==> src/rtl/spi_dac_pkg.sv <==
// Shared types and width helpers for the multi-channel SPI DAC driver.
package spi_dac_pkg;

    typedef enum logic [1:0] {
        IDLE  = 2'd0,
        SHIFT = 2'd1,
        GAP   = 2'd2
    } spi_dac_state_t;

    localparam logic SPI_DAC_SCLK_IDLE = 1'b1;

    // Counter width that never collapses to zero bits for n <= 1.
    function automatic int spi_dac_cnt_w(input int n);
        return (n > 1) ? $clog2(n) : 1;
    endfunction

endpackage

==> src/rtl/spi_clk_en.sv <==
// Tick generator: a one-cycle tick every CLK_DIV sys_clk cycles, restartable with clr.
module spi_clk_en
    import spi_dac_pkg::*;
#(
    parameter int CLK_DIV = 4
) (
    input  logic sys_clk,
    input  logic rst,
    input  logic clr,
    output logic tick
);

    localparam int CNT_W = spi_dac_cnt_w(CLK_DIV);
    localparam logic [CNT_W-1:0] RELOAD = CNT_W'(CLK_DIV - 1);

    logic [CNT_W-1:0] cnt;

    always_ff @(posedge sys_clk or posedge rst) begin
        if (rst) begin
            cnt <= '0;
        end else if (clr || cnt == '0) begin
            cnt <= RELOAD;
        end else begin
            cnt <= cnt - CNT_W'(1);
        end
    end

    assign tick = (cnt == '0);

endmodule

==> src/rtl/spi_dac_multi.sv <==
// Multi-channel SPI DAC driver: shared sclk/cs_n, one MSB-first mosi line per channel.
// Define SPI_DAC_CONT_EN for continuous refresh of the last captured samples.
//
// state | meaning
// IDLE  | waiting for start, ready=1
// SHIFT | cs_n low, frame shifting out on all channels
// GAP   | cs_n high for the inter-frame gap
module spi_dac_multi
    import spi_dac_pkg::*;
#(
    parameter int CHANNELS = 2,
    parameter int DATA_W   = 12,
    parameter int FRAME_W  = 16,
    parameter int CLK_DIV  = 4,
    parameter int CS_GAP   = 2
) (
    input  logic                         sys_clk,
    input  logic                         rst,
    input  logic                         start,
    input  logic [CHANNELS*DATA_W-1:0]   din,
    output logic                         ready,
    output logic                         done,
    output logic                         sclk,
    output logic                         cs_n,
    output logic [CHANNELS-1:0]          mosi
);

    localparam int BIT_W   = spi_dac_cnt_w(FRAME_W + 1);
    localparam int GAP_CYC = 2 * CS_GAP * CLK_DIV;
    localparam int GAP_W   = spi_dac_cnt_w(GAP_CYC);

    spi_dac_state_t                   state;
    logic [CHANNELS-1:0][FRAME_W-1:0] sr;
    logic [CHANNELS-1:0][FRAME_W-1:0] sr_shl;
    logic [CHANNELS-1:0][FRAME_W-1:0] load_word;
    logic [BIT_W-1:0]                 bit_cnt;
    logic [GAP_W-1:0]                 gap_cnt;
    logic [CHANNELS*DATA_W-1:0]       src;
    logic                             tick;
    logic                             accept;
    logic                             load;

    assign accept = ready && start;

`ifdef SPI_DAC_CONT_EN
    logic [CHANNELS*DATA_W-1:0] hold;

    // The last gap cycle always restarts a frame, with new samples only if start was taken.
    assign load = accept || (state == GAP && gap_cnt == '0);
    assign src  = accept ? din : hold;
`else
    assign load = accept;
    assign src  = din;
`endif

    always_comb begin
        sr_shl    = '0;
        load_word = '0;
        mosi      = '0;
        for (int k = 0; k < CHANNELS; k++) begin
            sr_shl[k]    = sr[k] << 1;
            load_word[k] = FRAME_W'(src[k*DATA_W +: DATA_W]);
            mosi[k]      = sr[k][FRAME_W-1];
        end
    end

    spi_clk_en #(.CLK_DIV(CLK_DIV)) u_clk_en (
        .sys_clk (sys_clk),
        .rst     (rst),
        .clr     (load),
        .tick    (tick)
    );

    // The final rising tick shifts the last bit out, so sr is all zero (mosi=0) outside SHIFT.
    always_ff @(posedge sys_clk or posedge rst) begin
        if (rst) begin
            state   <= IDLE;
            ready   <= 1'b0;
            done    <= 1'b0;
            sclk    <= SPI_DAC_SCLK_IDLE;
            cs_n    <= 1'b1;
            sr      <= '0;
            bit_cnt <= '0;
            gap_cnt <= '0;
`ifdef SPI_DAC_CONT_EN
            hold    <= '0;
`endif
        end else begin
            done <= 1'b0;
            if (load) begin
                state   <= SHIFT;
                ready   <= 1'b0;
                cs_n    <= 1'b0;
                sclk    <= SPI_DAC_SCLK_IDLE;
                sr      <= load_word;
                bit_cnt <= BIT_W'(FRAME_W);
`ifdef SPI_DAC_CONT_EN
                if (accept) hold <= din;
`endif
            end else begin
                case (state)
                    IDLE: ready <= 1'b1;
                    SHIFT: begin
                        if (tick) begin
                            if (sclk) begin
                                sclk    <= 1'b0;
                                bit_cnt <= bit_cnt - BIT_W'(1);
                            end else begin
                                sclk <= 1'b1;
                                sr   <= sr_shl;
                                if (bit_cnt == '0) begin
                                    cs_n    <= 1'b1;
                                    done    <= 1'b1;
                                    state   <= GAP;
                                    gap_cnt <= GAP_W'(GAP_CYC - 1);
                                end
                            end
                        end
                    end
                    GAP: begin
                        if (gap_cnt == '0) begin
                            state <= IDLE;
                            ready <= 1'b1;
                        end else begin
                            gap_cnt <= gap_cnt - GAP_W'(1);
`ifdef SPI_DAC_CONT_EN
                            if (gap_cnt == GAP_W'(1)) ready <= 1'b1;
`endif
                        end
                    end
                    default: state <= IDLE;
                endcase
            end
        end
    end

endmodule
==> config.mk <==
export PLATFORM = sky130hd
export DESIGN_NAME = spi_dac_multi
export DESIGN_NICKNAME = d
export VERILOG_FILES = /design/src/rtl/spi_dac_pkg.sv /design/src/rtl/spi_clk_en.sv /design/src/rtl/spi_dac_multi.sv
export SDC_FILE = /design/constraint.sdc
export NUM_CORES = 1
export LEC_CHECK = 0
export ABC_AREA = 1
export CELL_PAD_IN_SITES_DETAIL_PLACEMENT = 0
export CELL_PAD_IN_SITES_GLOBAL_PLACEMENT = 2
export CORE_MARGIN = 2
export CORE_UTILIZATION = 32
export DETAILED_ROUTE_END_ITERATION = 7
export PLACE_DENSITY = 0.78
export SLEW_MARGIN = 5
export SYNTH_ARGS = -nofsm -noshare
export SYNTH_HDL_FRONTEND = slang
export SYNTH_SLANG_ARGS = --single-unit
==> constraint.sdc <==
create_clock -name sys_clk -period 2.22 [get_ports sys_clk]
set_clock_uncertainty 0.1 [all_clocks]
set_input_delay 0.444 -clock sys_clk [delete_from_list [all_inputs] [get_ports sys_clk]]
set_output_delay 0.444 -clock sys_clk [all_outputs]
set_load 0.01 [all_outputs]
### Word-level counts from Yosys, hierarchy flattened

Cells that the tools add are included.

* $add $sub $neg: 3
* equal/unequal tests: 12
* mux-type cells: 37
* bitwise operators: 1
* reductions and logical operators: 19

Operator list (number)
* 32-bit two-way mux: 4
* 5-bit two-way mux: 4
* 1-bit two-way mux: 16
* 4-bit two-way mux: 4
* 2-bit two-way mux: 6
* 3-bit by 2-bit != test with 1-bit output, second input constant: 4
* 2-bit nonzero test: 5
* 2-bit != test, second input constant: 4
* 4-bit one-hot mux with 2 select lines: 1
* 2-bit one-hot mux with 3 select lines: 1
* 3-bit AND reduction: 2
* 6-bit AND reduction: 1
* 5-bit zero test: 1
* 5-bit AND reduction: 1
* 5-bit by 1-bit subtractor with 5-bit output, second input constant: 1
* 2-bit zero test: 2
* 4-bit zero test: 1
* 2-bit by 1-bit != test with 1-bit output, second input constant: 2
* 2-bit AND reduction: 2
* 4-bit AND reduction: 1
* 4-bit by 1-bit subtractor with 4-bit output, second input constant: 1
* 3-bit nonzero test: 1
* 2-bit by 1-bit equality test with 1-bit output, second input constant: 1
* 2-bit equality test, second input constant: 1
* 5 further kinds: 5

* register bits: 49
* input bits: 27
* output and inout port bits: 6
* word-level logic and storage cells: 82

### Longest topological paths before layout

* depth in word-level cells: 6
* mapped depth: 10
* mapped depth without buffers: 10

### By module

A second synthesis with hierarchy kept.

* cell total of the unflattened synthesis: 251
* area, all modules: 2264.7 um^2

Modules (own cells, without submodules)
* spi_dac_multi: times used 1, cells each 242, area an instance 2177.1 um^2, sequential area each 1178.6 um^2
* spi_clk_en: times used 1, cells each 9, area an instance 87.6 um^2, sequential area each 50.0 um^2

### Worst setup path before layout

Ideal clock, no wire load.

* kind: reg2reg
* start: register state[1]
* end: register sr[12] in the netlist's numbering
* setup time: 0.121 ns
* arrival time: 1.273 ns
* required time: 1.999 ns
* path slack: 0.726 ns
* stages on the path, launching flop included: 9
* path buffers: 1
* clock period less this slack: 1.494 ns
* cell sequence: dfrtp_1 inv_1 ha_1 nand2_2 nor2_4 nor2_2 buf_6 a22oi_1 inv_1

* longest elaborated chain between the ends: 3

Ends and longest elaborated chain
* from (decl): RTL line spi_dac_multi.sv:32 `spi_dac_state_t state;`
* from (signal assigned): RTL line spi_dac_multi.sv:77 `state <= IDLE;`
* from (signal assigned): RTL line spi_dac_multi.sv:91 `state <= SHIFT;`
* from (signal assigned): RTL line spi_dac_multi.sv:114 `state <= GAP;`
* 2-bit by 1-bit equality test with 1-bit output: RTL line spi_dac_multi.sv:101 `case (state)`
* 2-bit nonzero test (no source line)
* 3-bit AND reduction (no source line)
* to (signal assigned): RTL line spi_dac_multi.sv:95 `sr <= load_word;`
* to (signal assigned): RTL line spi_dac_multi.sv:110 `sr <= sr_shl;`
* to (decl): RTL line spi_dac_multi.sv:33 `logic [CHANNELS-1:0][FRAME_W-1:0] sr;`

Every way passes these cells.
A chain may end at the register's enable or synchronous reset.

### Final worst setup path

* start: register sclk
* end: output port sclk

RTL lines
* from (decl): RTL line spi_dac_multi.sv:23 `output logic sclk,`
* from (signal assigned): RTL line spi_dac_multi.sv:80 `sclk <= SPI_DAC_SCLK_IDLE;`
* from (signal assigned): RTL line spi_dac_multi.sv:94 `sclk <= SPI_DAC_SCLK_IDLE;`
* from (signal assigned): RTL line spi_dac_multi.sv:106 `sclk <= 1'b0;`

No word-level cell between the ends.

==> run_results.csv <==
group,metric,value,unit
drt,drt-vias-per-instance,4.43,
die,die_y,88.6,um
drt,drc,0,
global_routing,overflow,0,
timing,slew_viol_final,0,
layout,antenna_cells,0,
setup_path,required,1.68,ns
die,core-area,0.00687,mm2
layout,areaGrowthSynthToFinish,24.0,%
pwr,leakagePower,1.40,nW
synth,synthMuxAreaShare,0,%
cts,cts-root-buf,"clkbuf_8",
outcome,outcome,"completed",
timing,rsz0062_at_grt,"no",
setup_path,rr_worst_depth,7,
setup_path,cp-end-kind,"output port",
setup_path,cpMaxStageDelayCell,"dfstp_2",
drt,highest_layer,"met4",
setup_path,slowest_delay,0.61,ns
setup_path,r2r_end,"sr[20]$_DFFE_PP0P_",
synth,avgSynthCellArea,8.62,um2
drt,wl_met1,2320,um
timing,relSlewSlack,76.7,%
cts,clk_pin_slew_worst_paths,0.10,ns
place,place_worst_setup_slack,0.150,ns
global_routing,track_usage,12.9,%
synth,syn_area,0.00229,mm2
cts,clockBufferDepth,2,
drt,wl,4530,um
die,dieArea,0.00786,mm2
setup_path,crit_cells,1,
drt,dr.pass1.iters,4,
synth,async_flop_share,100,%
place,io_buffers,32,
synth,synth_xor_area_share,0,%
synth,synthCells,266,
die,io_pins,33,
place,gp_congestion,0.722,
die,die_x,88.6,um
timing,timing.fmax,497,MHz
setup_path,path_cells,"clkdlybuf4s50_1",
timing,layout_setup_ws,0.208,ns
synth,ys_seq_area_share,53.6,%
synth,synth_adder_area_share,3.28,%
drt,vias,1765,
timing,hold_viol_final,0,
cts,worstSkewPairLatency,0.31,ns
synth,synth_area_leaders,"dfrtp_1 51%, nand2_1 16%, nand3_1 5.2%",
layout,fill_cells,708,
global_routing,grt_pass1_vias,1645,
place,dp_hpwl,3250,um
hold_path,hold_class,"in -> async",
setup_path,r2r_start,"state[0]$_DFFE_PP0P_",
setup_path,cp_top_family,"flip-flops",
synth,synthTopCellsByCount,"95 x nand2_1, 47 x dfrtp_1, 28 x inv_1",
drt,postRouteAntennaNets,0,
cts,htreeDepth,2,
timing,timing.final.crit_share,90.6,%
die,initial_core_util,33.4,%
timing,tns,0,ns
flow_run,drv_cap,0,
drt,dr_wl_met2,1970,um
cts,cts_tree,"done",
global_routing,grt_pass1_wl,7820,um
layout,nets,334,
cts,ctsHoldBuffers,0,
setup_path,critical_path_arrival,1.47,ns
synth,yosysWarnings,0,
synth,synth.most_common_cell,"nand2_1",
synth,synth_nets,299,
synth,yosys.area_share.simple,26.7,%
cts,cts_buffers,5,
cts,post_cts_resize_count,0,
timing,setup_violations,0,
global_routing,grt_start_max_net_pins,29,
setup_path,path_max_fanout,6,
global_routing,antenna_found_initial,0,
drt,wire_per_inst,11.4,um
synth,synth_compound_area_share,8.13,%
setup_path,cp-start-kind,"register",
synth,synth_top_cell_area_share,51.3,%
synth,netlist-cell-type-count,30,
setup_path,rrSetupSlack,0.43,ns
cts,cts_sinks,49,
synth,synth_top_area_cell,"dfrtp_1",
synth,ys_ff_latch,49,
synth,synth-main-ff-cell,"dfrtp_1",
die,rows,30,
timing,fin_crit,2.01,ns
drt,first_iter_violations,106,
timing,whs,0.309,ns
synth,synth_edf_count,0,
setup_path,worstSetupPathType,"reg -> out",
cts,cts_setup_buffers,0,
pwr,ir_drop,298,uV
pwr,power.density,1170,mW/mm2
synth,synth_top_family_by_area,"simple AND/OR/NAND/NOR gates",
layout,drive_gt1_share,9.27,%
drt,met3WireLength,148,um
setup_path,crit_buf_inv,1,
timing,tightest_slew,0.349,ns
## flip-flops by register name, indices dropped and copies added (netlist names)
signal        count
bit_cnt           5
cs_n              1
done              1
gap_cnt           4
mosi              2
ready             1
sclk              1
sr               30
state             2
u_clk_en.cnt      2
## cell families after synthesis
kind of cell | count (synthesis)
adders and majority gates | 6
buffers and inverters | 40
DFF | 49
AOI/OAI and AO/OA | 28
and+or+nand+nor | 143
## metrics by stage
stage | instances | total power, W | cell area, um2 | util [%]
after floorplan | 266 | 0.00236 | 2290 | -
after global placement | 390 | 0.00269 | 2730 | 39.7
after detailed placement | 390 | 0.00272 | 2730 | 39.7
after CTS | 398 | 0.00338 | 2840 | 41.4
after global routing | 398 | 0.00364 | 2840 | 41.4
final | 398 | 0.00334 | 2840 | 41.4
## area by class of cell
type / count / area, um2 / area share [%]
clock buffers: 5 / 68.8 / 2.42
clock inverters: 3 / 46.3 / 1.63
well taps: 96 / 120 / 4.23
multi-input cells: 177 / 875 / 30.8
flip-flops and latches: 49 / 1230 / 43.2
inverters: 30 / 114 / 4.01
repair buffers: 38 / 390 / 13.7
## per-layer routing
layer / GRT usage, % / vias up
met4: 5.37 / 0
met3: 3.17 / 6
met2: 18.9 / 35
met1: 18.4 / 816
met5: 0 / -
li1: - / 908
## placed cells by master (no fill, tap or decap), types with 2 or more instances in the layout
| cell type | instances |
|---|---|
| clkdlybuf4s50_1 | 32 |
| nor3_1 | 3 |
| ha_1 | 6 |
| nor2_1 | 12 |
| dfrtp_1 | 47 |
| inv_1 | 27 |
| nand3_1 | 24 |
| clkbuf_8 | 5 |
| a22oi_1 | 5 |
| nand2_1 | 95 |
| buf_4 | 4 |
| a21oi_1 | 3 |
| buf_12 | 2 |
| nand2_4 | 2 |
| o211ai_1 | 4 |
| o21ai_0 | 10 |
| inv_2 | 2 |
| o21ai_2 | 2 |
| dfstp_2 | 2 |
| a22o_1 | 2 |
## report_power, final
group | switching, W | internal (W) | leakage, nW
Sequential | 0.000215 | 0.00125 | 0.610
Clock | 0.000318 | 0.000338 | 0.0543
Combinational | 0.000702 | 0.000512 | 0.740
Total | 0.00124 | 0.00210 | 1.40
## how the worst max path moves through the flow
| stage | from | endpoint |
|---|---|---|
| after detailed placement | start | sr[20]$_DFFE_PP0P_ |
| after CTS | sclk$_DFFE_PP1P_ | sclk |
| after global routing | sclk$_DFFE_PP1P_ | sclk |
| final | sclk$_DFFE_PP1P_ | sclk |
| after floorplan | rst | bit_cnt[0]$_DFFE_PP0P_ |
| after global placement | start | sr[20]$_DFFE_PP0P_ |
No activity file was read; power rests on OpenSTA's default activity.
